`src/rtl/vga_rx_monitor.sv`:
```
// Receive-side VGA timing monitor: recovers pixel coordinates, measures line/frame timing,
// locks onto the incoming sync and probes one pixel. Optional per-frame CRC via VGA_RX_CRC_EN.
module vga_rx_monitor #(
  parameter int unsigned H_TOTAL     = 832,
  parameter int unsigned H_SYNC      = 40,
  parameter int unsigned H_BACK      = 128,
  parameter int unsigned H_ACTIVE    = 640,
  parameter int unsigned V_TOTAL     = 520,
  parameter int unsigned V_SYNC      = 3,
  parameter int unsigned V_BACK      = 28,
  parameter int unsigned V_ACTIVE    = 480,
  parameter bit          SYNC_POL    = 1'b0,
  parameter int unsigned LOCK_FRAMES = 2
) (
  input  logic        px_clk,
  input  logic        reset,
  input  logic        hsync,
  input  logic        vsync,
  input  logic [5:0]  rrggbb,
  input  logic [9:0]  probe_x,
  input  logic [9:0]  probe_y,
  output logic        locked,
  output logic        active,
  output logic [9:0]  x_px,
  output logic [9:0]  y_px,
  output logic [5:0]  pix,
  output logic [10:0] h_period,
  output logic [9:0]  v_lines,
  output logic        frame_done,
  output logic [5:0]  probe_rgb,
  output logic        probe_valid,
  output logic        err_h,
  output logic        err_v,
  output logic [15:0] frame_crc
);

  localparam logic [10:0] HOff     = 11'(H_SYNC + H_BACK);
  localparam logic [9:0]  VOff     = 10'(V_SYNC + V_BACK);
  localparam logic [10:0] HTimeout = 11'(2 * H_TOTAL);
  localparam int unsigned GoodW    = $clog2(LOCK_FRAMES + 1);

  typedef enum logic [1:0] {StHunt, StAcquire, StLocked} state_e;

  state_e           state_q, state_d;
  logic [GoodW-1:0] good_q, good_d;

  logic        hsync_q, vsync_q, hs_prev_q, vs_prev_q;
  logic [5:0]  rgb_q;
  logic        hs_a, vs_a, hs_edge, vs_edge;
  logic [10:0] h_q, h_cur, h_meas, x_cur;
  logic [9:0]  line_q, line_cur, v_meas, y_cur;
  logic        h_seen_q, v_seen_q, h_bad_q;
  logic        timeout, h_mis, v_mis, frame_clean, active_d, probe_hit, tracking;

  // Input stage: pins registered once, sync polarity normalised to "active".
  always_ff @(posedge px_clk) begin
    if (reset) begin
      hsync_q   <= ~SYNC_POL;
      vsync_q   <= ~SYNC_POL;
      rgb_q     <= '0;
      hs_prev_q <= 1'b0;
      vs_prev_q <= 1'b0;
    end else begin
      hsync_q   <= hsync;
      vsync_q   <= vsync;
      rgb_q     <= rrggbb;
      hs_prev_q <= hs_a;
      vs_prev_q <= vs_a;
    end
  end

  assign hs_a    = (hsync_q == SYNC_POL);
  assign vs_a    = (vsync_q == SYNC_POL);
  assign hs_edge = hs_a & ~hs_prev_q;
  assign vs_edge = vs_a & ~vs_prev_q;

  always_comb begin
    h_cur = h_q;
    if (hs_edge) begin
      h_cur = '0;
    end else if (h_q != '1) begin
      h_cur = h_q + 11'd1;
    end
    // A vsync edge without a coincident hsync edge parks the line at -1 so the next line is 0.
    line_cur = line_q;
    if (vs_edge) begin
      line_cur = hs_edge ? '0 : '1;
    end else if (hs_edge) begin
      line_cur = line_q + 10'd1;
    end
  end

  assign h_meas      = h_q + 11'd1;
  assign v_meas      = line_q + 10'd1;
  assign timeout     = ~hs_edge & (h_cur >= HTimeout);
  assign h_mis       = hs_edge & h_seen_q & (h_meas != 11'(H_TOTAL));
  assign v_mis       = vs_edge & v_seen_q & (v_meas != 10'(V_TOTAL));
  assign frame_clean = ~(h_bad_q | h_mis) & (v_meas == 10'(V_TOTAL));
  assign x_cur       = h_cur - HOff;
  assign y_cur       = line_cur - VOff;
  assign active_d    = locked & (x_cur < 11'(H_ACTIVE)) & (y_cur < 10'(V_ACTIVE));
  assign probe_hit   = active_d & (x_cur[9:0] == probe_x) & (y_cur == probe_y);

  // Lock FSM: state register.
  always_ff @(posedge px_clk) begin
    if (reset) begin
      state_q <= StHunt;
      good_q  <= '0;
    end else begin
      state_q <= state_d;
      good_q  <= good_d;
    end
  end

  // Lock FSM: next state.
  always_comb begin
    state_d = state_q;
    good_d  = good_q;
    if (timeout) begin
      state_d = StHunt;
      good_d  = '0;
    end else begin
      unique case (state_q)
        StHunt: begin
          if (vs_edge) begin
            state_d = StAcquire;
            good_d  = '0;
          end
        end
        StAcquire: begin
          if (vs_edge) begin
            if (frame_clean) begin
              good_d = good_q + GoodW'(1);
              if (good_d == GoodW'(LOCK_FRAMES)) state_d = StLocked;
            end else begin
              good_d = '0;
            end
          end
        end
        StLocked: begin
          if (h_mis | v_mis) begin
            state_d = StAcquire;
            good_d  = '0;
          end
        end
        default: begin
          state_d = StHunt;
          good_d  = '0;
        end
      endcase
    end
  end

  // Lock FSM: outputs.
  always_comb begin
    locked   = (state_q == StLocked);
    tracking = (state_q != StHunt);
  end

  always_ff @(posedge px_clk) begin
    if (reset) begin
      h_q         <= '0;
      line_q      <= '0;
      h_seen_q    <= 1'b0;
      v_seen_q    <= 1'b0;
      h_bad_q     <= 1'b0;
      h_period    <= '0;
      v_lines     <= '0;
      frame_done  <= 1'b0;
      err_h       <= 1'b0;
      err_v       <= 1'b0;
      active      <= 1'b0;
      x_px        <= '0;
      y_px        <= '0;
      pix         <= '0;
      probe_rgb   <= '0;
      probe_valid <= 1'b0;
    end else begin
      h_q    <= h_cur;
      line_q <= line_cur;
      if (timeout) begin
        h_seen_q <= 1'b0;
      end else if (hs_edge) begin
        h_seen_q <= 1'b1;
      end
      if (vs_edge) v_seen_q <= 1'b1;
      // Tracks whether the frame in progress has seen a bad line; scored at its vsync.
      h_bad_q <= vs_edge ? 1'b0 : (h_bad_q | h_mis);
      if (hs_edge && h_seen_q) h_period <= h_meas;
      frame_done <= vs_edge & v_seen_q;
      if (vs_edge && v_seen_q) v_lines <= v_meas;
      if (tracking) begin
        err_h <= err_h | h_mis;
        err_v <= err_v | v_mis;
      end
      active <= active_d;
      if (active_d) begin
        x_px <= x_cur[9:0];
        y_px <= y_cur;
        pix  <= rgb_q;
      end
      probe_valid <= probe_hit;
      if (probe_hit) probe_rgb <= rgb_q;
    end
  end

`ifdef VGA_RX_CRC_EN
  logic [15:0] crc_q;

  function automatic logic [15:0] crc_step(input logic [15:0] crc, input logic [5:0] data);
    logic [15:0] c;
    c = crc;
    for (int i = 5; i >= 0; i--) begin
      c = (c[15] ^ data[i]) ? ({c[14:0], 1'b0} ^ 16'h1021) : {c[14:0], 1'b0};
    end
    return c;
  endfunction

  always_ff @(posedge px_clk) begin
    if (reset) begin
      crc_q     <= 16'hFFFF;
      frame_crc <= '0;
    end else if (vs_edge) begin
      frame_crc <= crc_q;
      crc_q     <= 16'hFFFF;
    end else if (active_d) begin
      crc_q <= crc_step(crc_q, rgb_q);
    end
  end
`else
  assign frame_crc = '0;
`endif

endmodule

```
`config.mk`:
```
export PLATFORM = sky130hd
export DESIGN_NAME = vga_rx_monitor
export DESIGN_NICKNAME = d
export VERILOG_FILES = /design/src/rtl/vga_rx_monitor.sv
export SDC_FILE = /design/constraint.sdc
export NUM_CORES = 1
export LEC_CHECK = 0
export ABC_AREA = 1
export BUFFER_PORTS_ARGS = -buffer_cell sky130_fd_sc_hd__buf_2
export CAP_MARGIN = 25
export CORE_ASPECT_RATIO = 0.7
export CORE_MARGIN = 5
export CORE_UTILIZATION = 62
export CTS_BUF_LIST = sky130_fd_sc_hd__clkbuf_8
export DETAILED_ROUTE_END_ITERATION = 8
export PLACE_DENSITY = 0.89
export SYNTH_ARGS = -nofsm -noshare
export SYNTH_HDL_FRONTEND = slang
export SYNTH_SLANG_ARGS = --single-unit
```
`constraint.sdc`:
```
create_clock -name px_clk -period 8.5 [get_ports px_clk]
set_input_delay 1.7 -clock px_clk [delete_from_list [all_inputs] [get_ports px_clk]]
set_output_delay 1.7 -clock px_clk [all_outputs]
set_load 0.05 [all_outputs]
```
==> Word level (Yosys, flattened, before mapping) <==
Index checks and enable logic that the tools add are counted.
Widths: inputs -> output; s select.
{ "totals": {"ff_bits": 96, "wordCells": 91} }
{ "op_classes": {"addsub": 5, "n_lt_le_gt_ge": 3, "eq_ne": 14, "muxes": 16, "bitwise_logic": 22, "reduce_logical": 8} }
{ "ops": {"columns": ["op", "n"], "rows": [
  ["$mux 10", 3],
  ["$mux 11", 2],
  ["$eq 10x10->1", 2],
  ["$mux 2", 9],
  ["$and 1x1->1", 12],
  ["$pmux 2 s3", 2],
  ["$add 11x1->11 const B", 1],
  ["$ge 11x11->1 const B", 1],
  ["$lt 11x10->1 const B", 1],
  ["$ne 11x10->1 const B", 1],
  ["$ne 11x11->1 const B", 1],
  ["$sub 11x8->11 const B", 1],
  ["$add 10x1->10 const B", 1],
  ["$eq 10x10->1 const B", 1],
  ["$lt 10x9->1 const B", 1],
  ["$ne 10x10->1 const B", 1],
  ["$sub 10x5->10 const B", 1],
  ["$ne 2x2->1 const B", 4],
  ["$not 1->1", 6],
  ["$reduce_and 5->1", 1],
  ["$eq 2x2->1 const B", 2],
  ["$or 1x1->1", 4],
  ["$reduce_or 2->1", 2],
  ["$reduce_and 3->1", 1],
  ["6 further kinds", 7]
]} }

==> Logic depth before layout (Yosys ltp) <==
Gate-level depths: netlist of the first run.
{ "depth": {"word_depth": 10, "mapped_depth": 22, "depth_no_buf": 22} }

==> Worst setup path before layout of the first run <==
No wires, ideal clock.
{ "synth_path": {"path_kind": "input port to flip-flop", "startpoint": "input port probe_y[1]", "endpoint": "register probe_rgb[0]", "setup_ps": 64, "t_arrival_ps": 2876, "required_ps": 8436, "path_slack_ps": 5560, "cell_stages": 14, "n_path_buf": 0, "cell_sequence": "xor2_1 nor2_1 nand3_1 nor2_1 nand3_1 nor2_1 nand3_1 nor2_1 nand2_1 nor2_4 nand3_4 nand2_1 inv_1 nor2_1"} }
{ "synth_between": {"elab_chain_len": 2} }
{ "synth_rtl": {"columns": ["element", "line_no", "rtl"], "rows": [
  ["from (decl)", "21", "input logic [9:0] probe_y,"],
  ["$eq 10x10->1", "102", "assign probe_hit = active_d & (x_cur[9:0] == probe_x) & (y_cur == probe_y);"],
  ["$and 1x1->1", "102", null],
  ["to (signal assigned)", "203", "if (probe_hit) probe_rgb <= rgb_q;"],
  ["to (decl)", "30", "output logic [5:0] probe_rgb,"]
]} }
Every way passes these cells.
A chain may end at the register's enable or synchronous reset.

==> Worst setup path after layout of the first run <==
{ "layout_path": {"startpoint": "register h_q[0]", "endpoint": "register x_px[9]"} }
{ "layout_between": {"elab_chain_len": 7} }
{ "layout_rtl": {"columns": ["element", "line_no", "rtl"], "rows": [
  ["from (decl)", "50", "logic [10:0] h_q, h_cur, h_meas, x_cur;"],
  ["from (signal assigned)", "179", "h_q <= h_cur;"],
  ["$add 11x1->11 or $ne 11x11->1 (tied branches)", "82, 81", null],
  ["$mux 11 *", "81", "end else if (h_q != '1) begin"],
  ["$mux 11 *", "79", "if (hs_edge) begin"],
  ["$sub 11x8->11 *", "99", "assign x_cur = h_cur - HOff;"],
  ["net x_cur[3]", "50", null],
  ["$lt 11x10->1 *", "101", "assign active_d = locked & (x_cur < 11'(H_ACTIVE)) & (y_cur < 10'(V_ACTIVE));"],
  ["$and 1x1->1 * (2 in a row)", "101", null],
  ["to (signal assigned)", "198", "x_px <= x_cur[9:0];"],
  ["to (decl)", "24", "output logic [9:0] x_px,"]
]} }
The timed path passes the listed nets; every way through them passes the cells marked *.

==> results.yml, run 1 <==
die:
  dieWidth_um: 119
  start_util_pct: 64.9
  coreArea_um2: 8010
  fp.dieH_um: 86.6
  fp-row-count: 27
  io_pins: 105
  die_area_um2: 10300
timing:
  max_freq_ghz: 0.264
  final.setup_skew_ns: 0.0110
  hold-worst-slack_ns: 0.454
  rsz0062_at_grt: "no"
  finalHoldViolCount: 0
  setup_viol: 0
  final_max_slew_viol_count: 0
  fin_crit_ns: 3.79
  worst_pin_slew_ns: 0.918
  slew_headroom_pct: 38.6
  setup_tns_ns: 0
  timing.final.crit_share_pct: 44.5
global_route:
  use_met3_pct: 8.28
  antenna_found_initial: 0
  gr-usage-met1_pct: 35.7
  grt_util_met2_pct: 44.3
  grt_pass1_vias: 4711
  grt_first_pass_wirelength_mm: 22.7
  grt_max_degree: 55
  grt_overflow: 0
  top_usage_layer: "met2"
  gr-usage-all-layers_pct: 27.4
drt:
  wl_per_cell_um: 15.3
  firstDrtPassIters: 7
  vias: 5156
  routed_wl_mm: 14.3
  drt_iter0_drc: 354
  final_antenna_net_count: 0
  vias_per_cell: 5.51
  remaining_drc_errors: 0
critical_path:
  reg2reg_slack_ns: 4.71
  path_cells: "ha_1, nand2_2, nor2_4, nand3_4, nand2_1, nand2_2, ha_1, inv_1, nand2_1, nand2_1, nand2_1, nand3_1, nand2_1, o21ai_1, inv_2, nor2_8, inv_1, nor2_1, nor2_1"
  cp_slowest_stage_delay_ns: 0.65
  required_ns: 8.77
  critPathArrivalTime_ns: 4.05
  cp_max_fo: 54
  reg2reg_depth: 19
  critPathKind: "flop to flop"
  cp_slowest_cell: "nor2_8"
  crit_path_start_kind: "flop"
  r2r_end: "x_px[9]"
  critical_path.endpoint_type: "flop"
  crit_top_cell: "nand2_1"
  reg2reg_from: "h_q[0]"
synthesis:
  syn_area_per_cell_um2: 6.93
  synth_area_leaders: "dfxtp_1 (37%), nand2_1 (11%), nor2_1 (7.4%), inv_1 (6.9%), nand3_1 (5.4%)"
  yosysTopAreaCell: "dfxtp_1"
  yosysUniqueCellTypes: 39
  yosysTopAreaCellShare_pct: 37.0
  synth_warnings: 0
  ys_seq_elements: 96
  ys_async_sr_fraction_pct: 0
  synth_edf_count: 0
  synthMostInstantiatedCell: "nand2_1"
  yosys-top-cells-count: "nand2_1 (157), nor2_1 (102), dfxtp_1 (96)"
  syn_inst: 750
  netlist_area_um2: 5200
  synth_ff_type: "dfxtp_1"
  ys_seq_area_share_pct: 37.0
finish:
  multi_input_area_um2: 2700
  drive_gt1_share_pct: 20.8
  nFillCells: 671
  final_core_util_pct: 72.4
  seqCellArea_um2: 1920
  antennaDiodeCount: 0
  syn2layout_area_growth_pct: 11.6
  nNetsFinal: 866
cts:
  cts_buffers: 9
  clockBufferDepth: 2
  clock_sinks: 96
  clk_pin_slew_worst_paths_ns: 0.10
  cts_root_buffer: "clkbuf_8"
  clock_latency_ns: 0.38
  ctsResizeCount: 0
  cts_setup_buffers: 0
  postCtsHoldBufs: 0
  h-tree-depth: 3
  tritoncts: "done"
run_status:
  run_status: "completed"
job:
  cap_violations: 0
power:
  power_leakage_nw: 2.94
  powerDensity_nw_per_um2: 164
  vdd_drop_max_v: 0.000142
place:
  io_buffer_count: 88
  gp_congestion: 0.941
  hpwl_mm: 10.9
worst_hold_path:
  min_from: "y_px[9]"
  hp-class: "flop to flop"
  whs_path_depth: 2
  whs_endpoint: "y_px[9]"
-- critical path, delay by kind of cell, from the launching register on --
family                     cells  cell delay (ns)
and+or+nand+nor               13             2.18
AOI/OAI and AO/OA              1             0.12
DFF                            1             0.43
buffers and inverters          3             0.45
adders and majority gates      2             0.46
-- routing by layer --
layer / vias to the layer above / share of wire [%]
li1: 2516 / -
met1: 2378 / 43
met2: 236 / 46
met3: 26 / 10
met4: 0 / 1.5
met5: - / 0
-- metrics by stage --
stage	worst slack, ns	area, um^2	total power [W]	instances
2_1_floorplan	5.56	5250	0.000606	765
3_3_place_gp	5.07	5590	0.000634	919
3_5_place_dp	4.83	5590	0.000638	919
4_1_cts	4.80	5790	0.000945	935
5_1_grt	4.38	5800	0.000984	936
6_report	4.71	5800	0.000949	936
-- cell families (layout without fill, tap and decap cells) --
logic type	count (synthesis)	after routing	share of synthesized area, %
compound gates	119	119	13.9
xor+xnor	4	4	0.674
fa+ha+maj	6	6	1.44
buf+inv	139	209	12.1
flops	96	96	37.0
other cells	1	16	0.0722
simple gates	385	385	34.8
-- power by group --
part | switching [W] | leakage (nW) | internal (W)
Clock | 0.000164 | 0.107 | 0.000152
Sequential | 0.0000106 | 0.780 | 0.000461
Combinational | 0.000118 | 2.05 | 0.0000434
-- sequential cells by signal (all words and copies together) (netlist names) --
| register | cells |
|---|---|
| vs_prev_q | 1 |
| h_seen_q | 1 |
| good_q | 2 |
| rgb_q | 6 |
| x_px | 10 |
| frame_done | 1 |
| hsync_q | 1 |
| v_lines | 10 |
| probe_valid | 1 |
| line_q | 10 |
| h_period | 11 |
| state_q | 2 |
| probe_rgb | 6 |
| err_h | 1 |
| v_seen_q | 1 |
| active | 1 |
| err_v | 1 |
| y_px | 10 |
| h_q | 11 |
| hs_prev_q | 1 |
| vsync_q | 1 |
| h_bad_q | 1 |
| pix | 6 |
-- cell usage in the layout (no fill, tap or decap), drive strengths merged, types with 2 or more instances in the layout --
cell and instances:
a21oi 49, and2 2, buf 90, clkbuf 11, conb 16, dfxtp 96, ha 6, inv 105
nand2 172, nand3 62, nand3b 10, nand4 16, nor2 114, nor3 3, o211ai 5, o21a 2
o21ai 59, o21bai 2, o31ai 2, or2 4, xnor2 2, xor2 2
-- cell type report --
type / count / share of cell area [%]
clock buffers: 11 / 2.61
multi-input cells: 530 / 46.6
clock inverters: 5 / 0.949
flip-flops and latches: 96 / 33.1
well taps: 101 / 2.18
repair buffers: 90 / 7.85
inverters: 103 / 6.67
-- how the worst max path moves through the flow --
stage,start,endpoint,cells past startpoint
3_5_place_dp,h_q[0],y_px[7],19
3_3_place_gp,h_q[0],y_px[7],19
5_1_grt,hsync_q,y_px[7],18
6_report,h_q[0],x_px[9],19
4_1_cts,h_q[0],y_px[7],19
2_1_floorplan,probe_y[1],probe_rgb[0],14
Note: power is estimated with default switching activity, not from simulation.
==> run 2: changes to the inputs <==
- ABC_AREA: 1 -> 0
- CORE_UTILIZATION: 62 -> 52
- PLACE_DENSITY: 0.89 -> 0.79
- clock period: 8.5 -> 3.4 ns (I/O delays scaled with it)
==> results.yml, run 2 <==
critical_path:
  critPathKind: "flop to flop"
  path_cells: "ha_4, nand4_1, or3_4, nand2_4, nand2_4, ha_4, xor2_1, nand3_1, or3b_1, a2111oi_2, nand4_1, nor4b_4, buf_6, mux2i_1"
  critPathArrivalTime_ns: 3.68
  crit_path_start_kind: "flop"
  critical_path.endpoint_type: "flop"
  cp_slowest_stage_delay_ns: 0.46
  cp_max_fo: 6
  required_ns: 3.71
  crit_buf_inv: 1
  cp_slowest_cell: "or3_4"
  path_delay_family: "simple AND/OR/NAND/NOR gates"
cts:
  clockBufferDepth: 2
  tritoncts: "done"
  cts_root_buffer: "clkbuf_8"
  clock_latency_ns: 0.38
  clock_sinks: 96
  cts_buffers: 9
  h-tree-depth: 3
  postCtsHoldBufs: 0
  clk_pin_slew_worst_paths_ns: 0.10
global_route:
  grt_first_pass_wirelength_mm: 25.6
  gr-usage-all-layers_pct: 25.3
  grt_max_degree: 44
  grt_overflow: 0
  antenna_found_initial: 0
  grt_pass1_vias: 4937
die:
  start_util_pct: 52.7
  dieWidth_um: 132
  coreArea_um2: 10300
  fp-row-count: 31
  fp.dieH_um: 95.4
  die_area_um2: 12600
  io_pins: 105
power:
  powerDensity_nw_per_um2: 359
  power_w: 0.00242
  pwr-share-seq_pct: 49.1
  power_leakage_nw: 2.71
  combinationalPowerShare_pct: 21.9
  power.switching_w: 0.000790
  clock_power_share_pct: 29.0
  vdd_drop_max_v: 0.000249
  p_int_w: 0.00163
  p_sw_share_pct: 32.6
synthesis:
  syn_area_per_cell_um2: 8.35
  synth_warnings: 0
  syn_inst: 649
  ys_async_sr_fraction_pct: 0
  ys_seq_area_share_pct: 35.5
  synth_ff_type: "dfxtp_1"
  yosysTopAreaCellShare_pct: 35.5
  synth_edf_count: 0
  ys_seq_elements: 96
  netlist_area_um2: 5420
  yosys-top-cells-count: "dfxtp_1 (96), nor2_1 (91), nand2_1 (35)"
  synth_area_leaders: "dfxtp_1 (35%), nor2_1 (6.3%), mux2i_1 (5.2%), xnor2_1 (3.6%), a211oi_1 (3.5%)"
  synthMostInstantiatedCell: "dfxtp_1"
  yosysUniqueCellTypes: 77
  yosysTopAreaCell: "dfxtp_1"
drt:
  drt_iter0_drc: 635
  vias_per_cell: 5.90
  routed_wl_mm: 16.5
  firstDrtPassIters: 6
  route.met3.wl_mm: 1.73
  wl_per_cell_um: 18.2
  dr.max_layer_used: "met4"
  vias: 5337
  remaining_drc_errors: 0
  final_antenna_net_count: 0
  dr_wl_met2_mm: 6.78
  m1WireLength_mm: 7.73
finish:
  syn2layout_area_growth_pct: 24.5
  fin_cells: 905
  drive_gt1_share_pct: 29.0
  layout_common_cells: "dfxtp_1 (91), nor2_1 (90), buf_2 (89), buf_4 (59), nand2_1 (31)"
  reg_top3: "h_period (11), h_q (11)"
  layout_commonest_cell: "dfxtp_1"
  final_core_util_pct: 65.6
  multi_input_area_um2: 3430
  seqCellArea_um2: 1930
  antennaDiodeCount: 0
  nFillCells: 890
  nNetsFinal: 804
run_status:
  run_status: "completed"
timing:
  final_max_slew_viol_count: 0
  worst_pin_slew_ns: 0.816
  slew_headroom_pct: 45.1
  setup_viol: 0
  rsz0062_at_grt: "yes"
  fin_crit_ns: 3.37
  timing.final.crit_share_pct: 99.2
  finalHoldViolCount: 0
  max_freq_ghz: 0.296
  final.setup_skew_ns: 0.0120
  hold-worst-slack_ns: 0.457
place:
  io_buffer_count: 88
  placedCellCount: 878
  hpwl_mm: 12.1
  gp_congestion: 0.973
job:
  cap_violations: 0
worst_hold_path:
  hp-class: "flop to flop"
[run 2: routing by layer]
| layer | GRT usage, % | vias up |
|---|---|---|
| li1 | - | 2539 |
| met1 | 36.7 | 2513 |
| met2 | 36.7 | 264 |
| met3 | 8.12 | 21 |
| met4 | 5.74 | 0 |
| met5 | 0 | - |
[run 2: worst reg2reg max path: stages (launching register included)]
cell       delay (ns)
dfxtp_4          0.37
ha_4             0.13
nand4_1          0.11
or3_4            0.46
nand2_4          0.09
nand2_4          0.06
ha_4             0.27
xor2_1           0.15
nand3_1          0.11
or3b_1           0.37
a2111oi_2        0.35
nand4_1          0.21
nor4b_4          0.27
buf_6            0.18
mux2i_1          0.20
[run 2: path summary, 6_finish.rpt]
check | slack (ns) | from | depth (start not counted) | end
worst max-delay path | 0.03 | h_q[1] | 14 | probe_rgb[3]
worst max register to register | 0.03 | h_q[1] | 14 | probe_rgb[3]
worst min register to register | 0.46 | h_period[1] | 2 | h_period[1]
worst min-delay path | 0.46 | h_period[1] | 2 | h_period[1]
[run 2: final cells by class]
cell class                      instances  share of cell area, %
Timing Repair Buffer                  155                   14.7
Inverter                               10                  0.556
Sequential cell                        96                   28.7
Clock inverter                          7                  0.853
Multi-Input combinational cell        496                   50.9
Tap cell                              132                   2.45
Clock buffer                            9                   1.84
[run 2: per-stage QoR]
stage	instance area [um^2]	setup WS [ns]	setup TNS, ns
after global placement	6290	-0.0367	-0.218
after floorplan	5560	-0.122	-1.43
after CTS	6530	0.000413	0
after global routing	6750	-0.143	-1.01
final	6750	0.0261	0
after detailed placement	6290	-0.207	-1.27
[run 2: logic make-up after synthesis]
group | synth area share (%)
compound gates | 18.0
other cells | 0.0692
flops | 35.5
buf+inv | 6.47
xor+xnor | 7.64
simple gates | 25.8
fa+ha+maj | 1.39
mux | 5.17
[run 2: power by group through the flow]
stage | Sequential [W] | Clock, W | Combinational (W)
floorplan | 0.00123 | 0 | 0.000330
global placement | 0.00121 | 0 | 0.000492
detailed placement | 0.00121 | 0 | 0.000492
CTS | 0.00119 | 0.000717 | 0.000503
global route | 0.00120 | 0.000768 | 0.000568
finish | 0.00119 | 0.000702 | 0.000531
[run 2: timing repair]
item / 4_1_cts / 5_1_grt
resized for setup: 13 / 29
pin swaps: 6 / 18
endpoints found under the setup margin: 22 / 32
setup buffers: 0 / 11
